===== src/rtl/ts4231_emu_pkg.sv =====
`default_nettype none
// ============================================================================
//  Module      : ts4231_emu_pkg
//  Description : Shared types and constants for the TS4231 pin-level emulator.
//  Revision    : 1.0 - initial release
// ============================================================================
package ts4231_emu_pkg;

  // Width of the configuration word shifted in by the initiator
  localparam int CFG_BITS = 16;

  // Configuration word the initiator is expected to send
  localparam logic [CFG_BITS-1:0] DEFAULT_EXPECTED_CONFIG = 16'h7256;

  // Width of every cycle counter (delay, length, timeout, hint)
  localparam int CNT_W = 16;

  typedef enum logic [3:0] {
    ST_SLEEP       = 4'd0,
    ST_CFG_IDLE    = 4'd1,
    ST_CFG_SHIFT   = 4'd2,
    ST_CFG_STOP    = 4'd3,
    ST_WATCH_E_LOW = 4'd4,
    ST_WATCH_D_LOW = 4'd5,
    ST_RELEASE     = 4'd6,
    ST_IDLE        = 4'd7,
    ST_ENV_DELAY   = 4'd8,
    ST_ENV         = 4'd9
  } emu_state_t;

  // States in which the bus-edge watchdog is armed
  function automatic logic is_cfg_state(input emu_state_t s);
    return (s == ST_CFG_IDLE)    || (s == ST_CFG_SHIFT)   ||
           (s == ST_CFG_STOP)    || (s == ST_WATCH_E_LOW) ||
           (s == ST_WATCH_D_LOW);
  endfunction

endpackage
`default_nettype wire


===== src/rtl/ts4231_sync_edge.sv =====
`default_nettype none
// ============================================================================
//  Module      : ts4231_sync_edge
//  Description : Two-flop synchronizer for one pad plus rise/fall pulses.
//                All flops reset high so an idle-high bus shows no edge.
//  Revision    : 1.0 - initial release
// ============================================================================
module ts4231_sync_edge (
  input  logic clk,
  input  logic rst_n,
  input  logic async_in,
  output logic level,
  output logic rise,
  output logic fall
);

  logic r_meta;
  logic r_sync;
  logic r_prev;

  // Metastability chain followed by a history flop for edge detection
  always_ff @(posedge clk or negedge rst_n) begin
    if (!rst_n) begin
      r_meta <= 1'b1;
      r_sync <= 1'b1;
      r_prev <= 1'b1;
    end else begin
      r_meta <= async_in;
      r_sync <= r_meta;
      r_prev <= r_sync;
    end
  end

  assign level = r_sync;
  assign rise  = r_sync & ~r_prev;
  assign fall  = ~r_sync & r_prev;

endmodule
`default_nettype wire


===== src/rtl/ts4231_emulator.sv =====
`default_nettype none
// ============================================================================
//  Module      : ts4231_emulator
//  Description : Pin-level TS4231 model: configuration responder on E/D and
//                source of light envelopes. Split in/out/oe pad signals.
//                Optional macro TS4231_EMU_HINT_EN compiles the D hint
//                generator that runs while unconfigured.
//  Revision    : 1.0 - initial release
// ============================================================================
module ts4231_emulator
  import ts4231_emu_pkg::*;
#(
  parameter int                  HINT_PERIOD     = 1200,
  parameter int                  HINT_WIDTH      = 24,
  parameter logic [CFG_BITS-1:0] EXPECTED_CONFIG = DEFAULT_EXPECTED_CONFIG,
  parameter int                  EDGE_TIMEOUT    = 4096,
  parameter int                  RELEASE_DELAY   = 32
) (
  input  logic                clk,
  input  logic                rst_n,
  input  logic                e_in,
  input  logic                d_in,
  output logic                e_out,
  output logic                e_oe,
  output logic                d_out,
  output logic                d_oe,
  input  logic                pulse_valid,
  output logic                pulse_ready,
  input  logic [CNT_W-1:0]    pulse_delay,
  input  logic [CNT_W-1:0]    pulse_length,
  input  logic                pulse_data,
  output logic                configured,
  output logic                config_error,
  output logic [CFG_BITS-1:0] config_word
);

  localparam logic [4:0]       c_bits_full = 5'(CFG_BITS);
  localparam logic [4:0]       c_bit_sat   = 5'd31;
  localparam logic [CNT_W-1:0] c_to_last   = CNT_W'(EDGE_TIMEOUT - 1);
  localparam logic [CNT_W-1:0] c_rel_last  = CNT_W'(RELEASE_DELAY - 1);

  logic w_e_lvl, w_e_rise, w_e_fall;
  logic w_d_lvl, w_d_rise, w_d_fall;

  emu_state_t r_state, w_state_next;

  logic [1:0]          r_settle;
  logic                w_settled;
  logic [4:0]          r_bit_cnt;
  logic [CFG_BITS-1:0] r_shift;
  logic [CNT_W-1:0]    r_to_cnt;
  logic [CNT_W-1:0]    r_cnt;
  logic [CNT_W-1:0]    r_delay_m1;
  logic [CNT_W-1:0]    r_len_m1;
  logic                r_data;
  logic                r_configured;
  logic                r_error;
  logic [CFG_BITS-1:0] r_word;

  logic w_any_edge, w_start, w_shift, w_stop, w_timeout, w_accept;

  ts4231_sync_edge u_sync_e (
    .clk      (clk),
    .rst_n    (rst_n),
    .async_in (e_in),
    .level    (w_e_lvl),
    .rise     (w_e_rise),
    .fall     (w_e_fall)
  );

  ts4231_sync_edge u_sync_d (
    .clk      (clk),
    .rst_n    (rst_n),
    .async_in (d_in),
    .level    (w_d_lvl),
    .rise     (w_d_rise),
    .fall     (w_d_fall)
  );

  assign w_settled = (r_settle == 2'd2);

  // Hold SLEEP until the synchronizers have flushed their reset-high value
  always_ff @(posedge clk or negedge rst_n) begin
    if (!rst_n)          r_settle <= 2'd0;
    else if (!w_settled) r_settle <= r_settle + 2'd1;
  end

`ifdef TS4231_EMU_HINT_EN
  logic [CNT_W-1:0] r_hint_cnt;

  // Free-running hint phase counter, restarted whenever SLEEP is left
  always_ff @(posedge clk or negedge rst_n) begin
    if (!rst_n)                                  r_hint_cnt <= '0;
    else if (r_state != ST_SLEEP)                r_hint_cnt <= '0;
    else if (r_hint_cnt == CNT_W'(HINT_PERIOD - 1)) r_hint_cnt <= '0;
    else                                         r_hint_cnt <= r_hint_cnt + 1'b1;
  end
`endif

  // State register
  always_ff @(posedge clk or negedge rst_n) begin
    if (!rst_n) r_state <= ST_SLEEP;
    else        r_state <= w_state_next;
  end

  // Next-state, protocol strobes and pad drive
  always_comb begin
    w_state_next = r_state;
    w_start      = 1'b0;
    w_shift      = 1'b0;
    w_stop       = 1'b0;
    w_accept     = 1'b0;
    e_out        = 1'b1;
    d_out        = 1'b1;
    e_oe         = 1'b0;
    d_oe         = 1'b0;
    pulse_ready  = 1'b0;
    w_any_edge   = w_e_rise | w_e_fall | w_d_rise | w_d_fall;
    w_timeout    = is_cfg_state(r_state) && !w_any_edge && (r_to_cnt == c_to_last);

    case (r_state)
      ST_SLEEP: begin
`ifdef TS4231_EMU_HINT_EN
        // Hint drive is dropped combinationally as soon as E reads high
        d_oe  = ~w_e_lvl;
        d_out = (r_hint_cnt < CNT_W'(HINT_WIDTH));
`endif
        if (w_settled && w_e_lvl) w_state_next = ST_CFG_IDLE;
      end
      ST_CFG_IDLE: begin
        if (w_d_fall && w_e_lvl) begin
          w_start      = 1'b1;
          w_state_next = ST_CFG_SHIFT;
        end
      end
      ST_CFG_SHIFT: begin
        if (w_d_rise && w_e_lvl) begin
          w_stop       = 1'b1;
          w_state_next = (r_bit_cnt == c_bits_full) ? ST_CFG_STOP : ST_SLEEP;
        end else if (w_e_rise) begin
          w_shift = 1'b1;
        end
      end
      ST_CFG_STOP:    if (w_e_fall) w_state_next = ST_WATCH_E_LOW;
      ST_WATCH_E_LOW: if (w_d_fall) w_state_next = ST_WATCH_D_LOW;
      ST_WATCH_D_LOW: if (w_e_rise) w_state_next = ST_RELEASE;
      ST_RELEASE:     if (r_cnt == c_rel_last) w_state_next = ST_IDLE;
      ST_IDLE: begin
        e_oe        = 1'b1;
        d_oe        = 1'b1;
        pulse_ready = 1'b1;
        if (pulse_valid) begin
          w_accept     = 1'b1;
          w_state_next = (pulse_delay == '0) ? ST_ENV : ST_ENV_DELAY;
        end
      end
      ST_ENV_DELAY: begin
        e_oe = 1'b1;
        d_oe = 1'b1;
        if (r_cnt == r_delay_m1) w_state_next = ST_ENV;
      end
      ST_ENV: begin
        e_oe  = 1'b1;
        d_oe  = 1'b1;
        e_out = 1'b0;
        d_out = r_data;
        if (r_cnt == r_len_m1) w_state_next = ST_IDLE;
      end
      default: w_state_next = ST_SLEEP;
    endcase

    if (w_timeout) w_state_next = ST_SLEEP;
  end

  // Cycles spent in the current timed state (release, delay, envelope)
  always_ff @(posedge clk or negedge rst_n) begin
    if (!rst_n)                       r_cnt <= '0;
    else if (w_state_next != r_state) r_cnt <= '0;
    else if (r_state == ST_RELEASE || r_state == ST_ENV_DELAY || r_state == ST_ENV)
                                      r_cnt <= r_cnt + 1'b1;
    else                              r_cnt <= '0;
  end

  // Cycles since the last bus edge while configuration is in progress
  always_ff @(posedge clk or negedge rst_n) begin
    if (!rst_n)                                  r_to_cnt <= '0;
    else if (!is_cfg_state(r_state) || w_any_edge) r_to_cnt <= '0;
    else                                         r_to_cnt <= r_to_cnt + 1'b1;
  end

  // Command fields captured at acceptance; later input changes are ignored
  always_ff @(posedge clk or negedge rst_n) begin
    if (!rst_n) begin
      r_delay_m1 <= '0;
      r_len_m1   <= '0;
      r_data     <= 1'b0;
    end else if (w_accept) begin
      r_delay_m1 <= pulse_delay - 1'b1;
      r_len_m1   <= (pulse_length == '0) ? '0 : pulse_length - 1'b1;
      r_data     <= pulse_data;
    end
  end

  // MSB-first shift register and saturating bit counter
  always_ff @(posedge clk or negedge rst_n) begin
    if (!rst_n) begin
      r_bit_cnt <= '0;
      r_shift   <= '0;
    end else if (w_start) begin
      r_bit_cnt <= '0;
      r_shift   <= '0;
    end else if (w_shift) begin
      r_shift <= {r_shift[CFG_BITS-2:0], w_d_lvl};
      if (r_bit_cnt != c_bit_sat) r_bit_cnt <= r_bit_cnt + 5'd1;
    end
  end

  // Sticky status: captured word, error flag and configured flag
  always_ff @(posedge clk or negedge rst_n) begin
    if (!rst_n) begin
      r_word       <= '0;
      r_error      <= 1'b0;
      r_configured <= 1'b0;
    end else begin
      if (w_stop && r_bit_cnt == c_bits_full) begin
        r_word <= r_shift;
        if (r_shift != EXPECTED_CONFIG) r_error <= 1'b1;
      end
      if ((w_stop && r_bit_cnt != c_bits_full) || w_timeout) r_error <= 1'b1;
      if (r_state == ST_RELEASE && w_state_next == ST_IDLE) r_configured <= 1'b1;
    end
  end

  assign configured   = r_configured;
  assign config_error = r_error;
  assign config_word  = r_word;

endmodule
`default_nettype wire


===== config.mk =====
export PLATFORM = sky130hd
export DESIGN_NAME = ts4231_emulator
export DESIGN_NICKNAME = d
export VERILOG_FILES = /design/src/rtl/ts4231_emu_pkg.sv /design/src/rtl/ts4231_sync_edge.sv /design/src/rtl/ts4231_emulator.sv
export SDC_FILE = /design/constraint.sdc
export NUM_CORES = 1
export LEC_CHECK = 0
export CELL_PAD_IN_SITES_DETAIL_PLACEMENT = 0
export CELL_PAD_IN_SITES_GLOBAL_PLACEMENT = 1
export CORE_MARGIN = 2
export CORE_UTILIZATION = 42
export CTS_BUF_LIST = sky130_fd_sc_hd__clkbuf_4 sky130_fd_sc_hd__clkbuf_8
export DETAILED_ROUTE_END_ITERATION = 8
export PLACE_DENSITY = 0.81
export SETUP_SLACK_MARGIN = 0.5
export SYNTH_ARGS = -nofsm -noshare
export SYNTH_HDL_FRONTEND = slang
export SYNTH_SLANG_ARGS = --single-unit
export TNS_END_PERCENT = 100

===== constraint.sdc =====
create_clock -name clk -period 2.18 [get_ports clk]
set_input_delay 0.327 -clock clk [delete_from_list [all_inputs] [get_ports clk]]
set_output_delay 0.327 -clock clk [all_outputs]
set_load 0.05 [all_outputs]

# After elaboration in Yosys (flattened, before gate mapping)

Index checks and enable logic that the tools add are counted.

Add/sub/neg operators: 6
Multipliers: 0
Div/mod/pow operators: 0
$lt $le $gt $ge: 0
Eq/ne operators: 20
Shift-type cells: 0
Multiplexer cells: 39
Bitwise operators: 11
Reduce and logical (&&, ||, !) cells: 28

Operator list:

| operator                | number |
|---|---|
| $mux W16                | 6 |
| $mux W4                 | 11 |
| $pmux W4 S10            | 1 |
| $add A16 B1 Y16 const B | 2 |
| $eq A16 B16 Y1          | 2 |
| $logic_not A16 Y1       | 2 |
| $sub A16 B1 Y16 const B | 2 |
| $eq A4 B3 Y1 const B    | 5 |
| $mux W1                 | 17 |
| $eq A16 B12 Y1 const B  | 1 |
| $eq A16 B5 Y1 const B   | 1 |
| $ne A16 B15 Y1 const B  | 1 |
| $mux W5                 | 3 |
| $ne A5 B5 Y1 const B    | 2 |
| $eq A4 B2 Y1 const B    | 2 |
| $eq A4 B4 Y1 const B    | 2 |
| $logic_and A1 B1 Y1     | 8 |
| $logic_or A1 B1 Y1      | 8 |
| $reduce_bool A2 Y1      | 4 |
| $add A5 B1 Y5 const B   | 1 |
| $eq A5 B5 Y1 const B    | 1 |
| $and A1 B1 Y1           | 4 |
| $eq A4 B1 Y1 const B    | 1 |
| $logic_not A4 Y1        | 1 |
| other kinds (9)         | 16 |

Flip-flop bits (word level): 116
Latch bits: 0
Memory bits (writable): 0
ROM bits: 0
Input bits: 38
Output and inout bits: 23
Logic and storage cells: 122
Memories: 0

# Depth between registers and ports, before layout

Depth after elaboration: 11
Depth in mapped cells: 9
Mapped depth without buffers: 8

# By module

Synthesis repeated with hierarchy kept, for this count alone.

Cell total of the unflattened synthesis: 584
Area total of the unflattened synthesis: 5834.3 µm²

By module, submodules not included:

| module           | times used | cells an instance | area each (µm²) | sequential area each (µm²) |
|---|---|---|---|---|
| ts4231_emulator  | 1          | 574               | 5646.7          | 2752.6 |
| ts4231_sync_edge | 2          | 5                 | 93.8            | 78.8 |

# Worst setup path before layout

No wires, ideal clock.

Path type: register to output
Start point: register r_state[3]
End point: output e_oe
Arrival time: 2.141 ns
Required time: 1.853 ns
Path slack: -0.288 ns
Cell stages (with the launch flop): 4
Buffers on the path: 1
Cells stage by stage: dfrtp_1 > nand2b_1 > o21ai_0 > buf_4

Word-level cells in the longest chain between the ends: 3

Ends and longest elaborated chain:

| item                                         | RTL line               | RTL |
|---|---|---|
| start: declaration                           | ts4231_emulator.sv:45  | `emu_state_t r_state, w_state_next;` |
| start signal: assignment                     | ts4231_emulator.sv:103 | `else r_state <= w_state_next;` |
| $eq A4 B4 Y1 or $eq A4 B3 Y1 (tied branches) | --                     |  |
| $reduce_or A3 Y1 (no source line) *          | --                     |  |
| $mux W1 *                                    | --                     |  |
| end: declaration                             | ts4231_emulator.sv:24  | `output logic e_oe,` |

Mark *: on every way between the ends. The rest lies on a longest branch, timed or not.

# Worst setup path after layout

Start point: register u_sync_e.r_sync (netlist: u_sync_e.level)
End point: register r_cnt[3]

Word-level cells in the longest chain between the ends: 11

Ends and longest elaborated chain:

| item                             | RTL line               | RTL |
|---|---|---|
| start: declaration               | ts4231_sync_edge.sv:18 | `logic r_sync;` |
| start signal: assignment         | ts4231_sync_edge.sv:29 | `r_sync <= r_meta;` |
| $not A1 Y1                       | ts4231_sync_edge.sv:36 | `assign fall = ~r_sync & r_prev;` |
| $and A1 B1 Y1                    | ts4231_sync_edge.sv:36 |  |
| $or A1 B1 Y1 (3 in a row)        | ts4231_emulator.sv:118 | `w_any_edge = w_e_rise \| w_e_fall \| w_d_rise \| w_d_fall;` |
| $logic_not A1 Y1                 | ts4231_emulator.sv:119 | `w_timeout = is_cfg_state(r_state) && !w_any_edge && (r_to_cnt == c_to_last);` |
| $logic_and A1 B1 Y1 (2 in a row) | ts4231_emulator.sv:119 |  |
| $mux W4 *                        | ts4231_emulator.sv:172 | `if (w_timeout) w_state_next = ST_SLEEP;` |
| $ne A4 B4 Y1 *                   | ts4231_emulator.sv:178 | `else if (w_state_next != r_state) r_cnt <= '0;` |
| $mux W16 *                       | ts4231_emulator.sv:178 |  |
| end signal: assignment           | ts4231_emulator.sv:180 | `r_cnt <= r_cnt + 1'b1;` |
| end: declaration                 | ts4231_emulator.sv:52  | `logic [CNT_W-1:0] r_cnt;` |

Marked as above.
A chain may end at the register's enable or synchronous reset.

==> out/metrics.json <==
{
  "average_wire_per_cell_in_the_routed_design_um": 17.2,
  "synthArstFlopShare_pct": 100,
  "die_area_um2": 15600,
  "layout-area-overhead-vs-synth_pct": 49.3,
  "cp_max_fo": 16,
  "hold_slack_ns": 0.295,
  "run_status": "finished, violations left",
  "combined_area_of_all_synthesized_cells_um2": 6150,
  "clock_tree.htree_level_count": 4,
  "critical_path_arrival_ns": 2.52,
  "ir_drop_uv": 364,
  "violated_checks": "setup timing",
  "critical_path.slowest_cell": "sky130_fd_sc_hd__dfstp_2",
  "design.final.nets": 828,
  "power.clock.fraction_pct": 31.5,
  "clk-insertion-delay-late_ns": 0.45,
  "drt_drc_violations_left": 0,
  "overflow": 0,
  "clk_pin_slew_ns": 0.07,
  "mappedNetlistNets": 673,
  "ctsLongestPathBuffers": 2,
  "synth-edff-count": 0,
  "power_frac_seq_pct": 36.2,
  "grt_max_degree": 43,
  "mostFrequentLayoutCell": "sky130_fd_sc_hd__dfrtp_1",
  "port_buffers": 60,
  "worst_ep_required_time_ns": 2.51,
  "endpoint_type_of_the_worst_setup_path": "flip-flop",
  "pwr_density_cell_nw_per_um2": 798,
  "worst_slew_margin_pct": 62.6,
  "netSwitchingPower_mw": 2.33,
  "synth.mux.area_fraction_pct": 3.77,
  "ys.warnings.count": 0,
  "vias": 5246,
  "setup_total_negative_slack_ns": -0.0202,
  "yosysSeqAreaShare_pct": 47.3,
  "clock_buffers_created_by_tritoncts": 17,
  "clock-skew-final_ns": 0.0118,
  "netlist-cell-type-count": 58,
  "cp_slowest_stage_delay_ns": 0.54,
  "dpl-instance-area_um2": 7450,
  "post-dp-hpwl_mm": 9.94,
  "synth_fa_ha_area_share_pct": 2.24,
  "synth_top_family_by_area": "simple AND/OR/NAND/NOR gates",
  "area_of_the_core_um2": 14400,
  "finalHoldViolCount": 0,
  "internal_power_mw": 4.99,
  "synthSimpleGateAreaFrac_pct": 21.8,
  "worst_hold_path_type": "in2reg",
  "gp_congestion": 0.884,
  "crit_chain": "inv_2 -> ha_4 -> nor2b_4 -> a2111oi_4 -> nand4b_1 -> nor3_2 -> a211oi_4 -> buf_12 -> nor2_1",
  "finalMaxSlewViolations": 0,
  "fmax_mhz": 456,
  "crit_path_start_kind": "flip-flop",
  "route.detailed.vias_per_inst": 5.38,
  "layout_common_cells": "sky130_fd_sc_hd__dfrtp_1, sky130_fd_sc_hd__nand2_1, sky130_fd_sc_hd__buf_4",
  "grtUsageTotal_pct": 19.5,
  "yosys.area_share.xor_xnor_pct": 12.8,
  "synth-compound-area-share_pct": 8.14,
  "core.rowCount": 44,
  "num_antenna_cells": 0,
  "finalCritPeriodShare_pct": 100,
  "grt_setup_unrepaired": "yes",
  "drt-pass1-iter-count": 5,
  "setup.worst_path.class": "reg2reg",
  "dominantRegCellSynth": "sky130_fd_sc_hd__dfrtp_1",
  "route.antenna.remaining_nets": 0,
  "fp.dieW_um": 125,
  "drt_iter0_drc": 356,
  "stdcell_area_um2": 9180,
  "cts_root_buffer": "sky130_fd_sc_hd__clkbuf_8",
  "period_minus_slack_ns": 2.19,
  "grt_first_pass_wirelength_mm": 24.5,
  "tightestPinTransition_ns": 0.561,
  "first_global_vias": 5111,
  "totalWireLength_mm": 16.8,
  "numClockSinks": 116,
  "detailedPlace.worstSlack_ns": -0.331,
  "p_leak_nw": 4.05,
  "final_core_util_pct": 63.6,
  "fp.dieH_um": 125,
  "power.combinational.fraction_pct": 32.3,
  "synth_seq_cells": 116,
  "drv.max_cap_violation_count": 0,
  "num-fill-cells": 1109,
  "power_switching_share_pct": 31.9,
  "syn_inst": 624,
  "ios": 61,
  "mean_cell_area_of_the_mapped_netlist_um2": 9.85,
  "antenna_found_initial": 0,
  "cts_tree": "yes",
  "post-route-worst-setup-slack_ns": -0.0109,
  "initial_core_util_pct": 42.6,
  "setup_viol_count_final": 3,
  "post_route_cells_drive_above_1_share_pct": 40.0
}
[final timing paths]
| path | startpoint | to | slack, ns | cells after the start |
|---|---|---|---|---|
| worst max-delay path | u_sync_e.level | r_cnt[3] | -0.01 | 9 |
| worst min-delay path | e_in | u_sync_e.r_meta | 0.29 | 1 |
| worst max register to register | u_sync_e.level | r_cnt[3] | -0.01 | 9 |
| worst min register to register | u_sync_d.r_meta | u_sync_d.level | 0.36 | 0 |
| max in group asynchronous | rst_n | u_sync_e.level | 1.11 | 3 |
| min in group asynchronous | rst_n | config_word[7] | 0.41 | 2 |
[stage by stage]
| stage | instances | power (mW) |
|---|---|---|
| after global routing | 976 | 7.64 |
| after floorplan | 624 | 3.68 |
| after global placement | 898 | 4.24 |
| final | 976 | 7.32 |
| after CTS | 957 | 6.90 |
| after detailed placement | 898 | 4.29 |
[layout make-up]
type	instances	area (um2)	share of cell area, %
clock buffer	24	318	3.46
timing repair buffer	167	1780	19.4
sequential	116	2920	31.8
tap	184	230	2.51
multi-input combinational	458	3710	40.4
inverter	19	73.8	0.804
clock inverter	8	145	1.58
[synth_stat cells (3+ instances only)]
master | number | area (um2)
sky130_fd_sc_hd__nor2b_1 | 3 | 18.8
sky130_fd_sc_hd__or3_1 | 3 | 18.8
sky130_fd_sc_hd__buf_2 | 9 | 45.0
sky130_fd_sc_hd__inv_1 | 19 | 71.3
sky130_fd_sc_hd__buf_4 | 4 | 30.0
sky130_fd_sc_hd__a31oi_1 | 3 | 18.8
sky130_fd_sc_hd__and3_1 | 9 | 56.3
sky130_fd_sc_hd__xnor2_1 | 61 | 534
sky130_fd_sc_hd__nor2_1 | 45 | 169
sky130_fd_sc_hd__o31ai_1 | 3 | 22.5
sky130_fd_sc_hd__dfstp_2 | 6 | 158
sky130_fd_sc_hd__buf_6 | 3 | 33.8
sky130_fd_sc_hd__ha_1 | 11 | 138
sky130_fd_sc_hd__nand3b_1 | 4 | 30.0
sky130_fd_sc_hd__nor4_1 | 10 | 62.6
sky130_fd_sc_hd__nor3_1 | 16 | 80.1
sky130_fd_sc_hd__nand4_1 | 17 | 106
sky130_fd_sc_hd__xor2_1 | 29 | 254
sky130_fd_sc_hd__clkbuf_1 | 16 | 60.1
sky130_fd_sc_hd__and4_1 | 3 | 26.3
sky130_fd_sc_hd__dfrtp_1 | 110 | 2750
sky130_fd_sc_hd__nor4_2 | 3 | 37.5
sky130_fd_sc_hd__nand3_1 | 17 | 85.1
sky130_fd_sc_hd__mux2_2 | 17 | 191
sky130_fd_sc_hd__o21ai_2 | 10 | 87.6
sky130_fd_sc_hd__a21oi_1 | 3 | 15.0
sky130_fd_sc_hd__o21ai_0 | 40 | 200
sky130_fd_sc_hd__nand2b_1 | 3 | 18.8
sky130_fd_sc_hd__or2_2 | 3 | 18.8
sky130_fd_sc_hd__mux2i_1 | 4 | 40.0
sky130_fd_sc_hd__nand2_1 | 97 | 364
sky130_fd_sc_hd__nor2_2 | 10 | 62.6
[worst max-delay path, delay by kind of cell (launching register included)]
family	cells	cell delay, ns
adders and majority gates	1	0.14
buffers and inverters	2	0.24
DFF	1	0.54
AOI/OAI and AO/OA	2	0.65
and+or+nand+nor	4	0.51
[routing by layer]
metal	vias up	share of wire [%]	track usage [%]
met5	-	0	0
met4	0	2.2	6.01
met3	34	4.1	4.75
met2	154	51	33.1
met1	2609	42	24.8
li1	2449	-	-
[sequential cells by signal, summed over array words and instances, names as in the netlist]
register and cells:
u_sync_d.r_meta 1, r_state 4, config_word 16, config_error 1
r_bit_cnt 5, u_sync_e.r_meta 1, r_delay_m1 16, u_sync_e.level 1
r_len_m1 16, r_to_cnt 16, r_data 1, configured 1
r_cnt 16, u_sync_e.r_prev 1, r_shift 16, r_settle 2
u_sync_d.r_prev 1, u_sync_d.level 1
[logic make-up after synthesis]
group | count (synthesis)
flip-flops | 116
AND/OR/NAND/NOR | 263
adder cells (fa/ha/maj) | 11
multiplexers | 21
buffers and inverters | 51
AO/OA/AOI/OAI | 72
XOR/XNOR | 90
[power groups by stage]
stage	clock, mW	combinational (mW)	sequential [mW]
floorplan	0	1.05	2.64
global placement	0	1.56	2.68
detailed placement	0	1.60	2.69
CTS	2.32	1.95	2.63
global route	2.44	2.53	2.67
finish	2.31	2.36	2.65
[timing repair]
item                                   4_1_cts  5_1_grt
cloned                                       2        5
pin swaps                                   19       41
buffers inserted                            24       14
setup endpoints to repair                   88      124
hold buffers                                 1        0
endpoints found under the hold margin       38        0
resized for setup                           94      175
(Power assumes the default switching activity.)
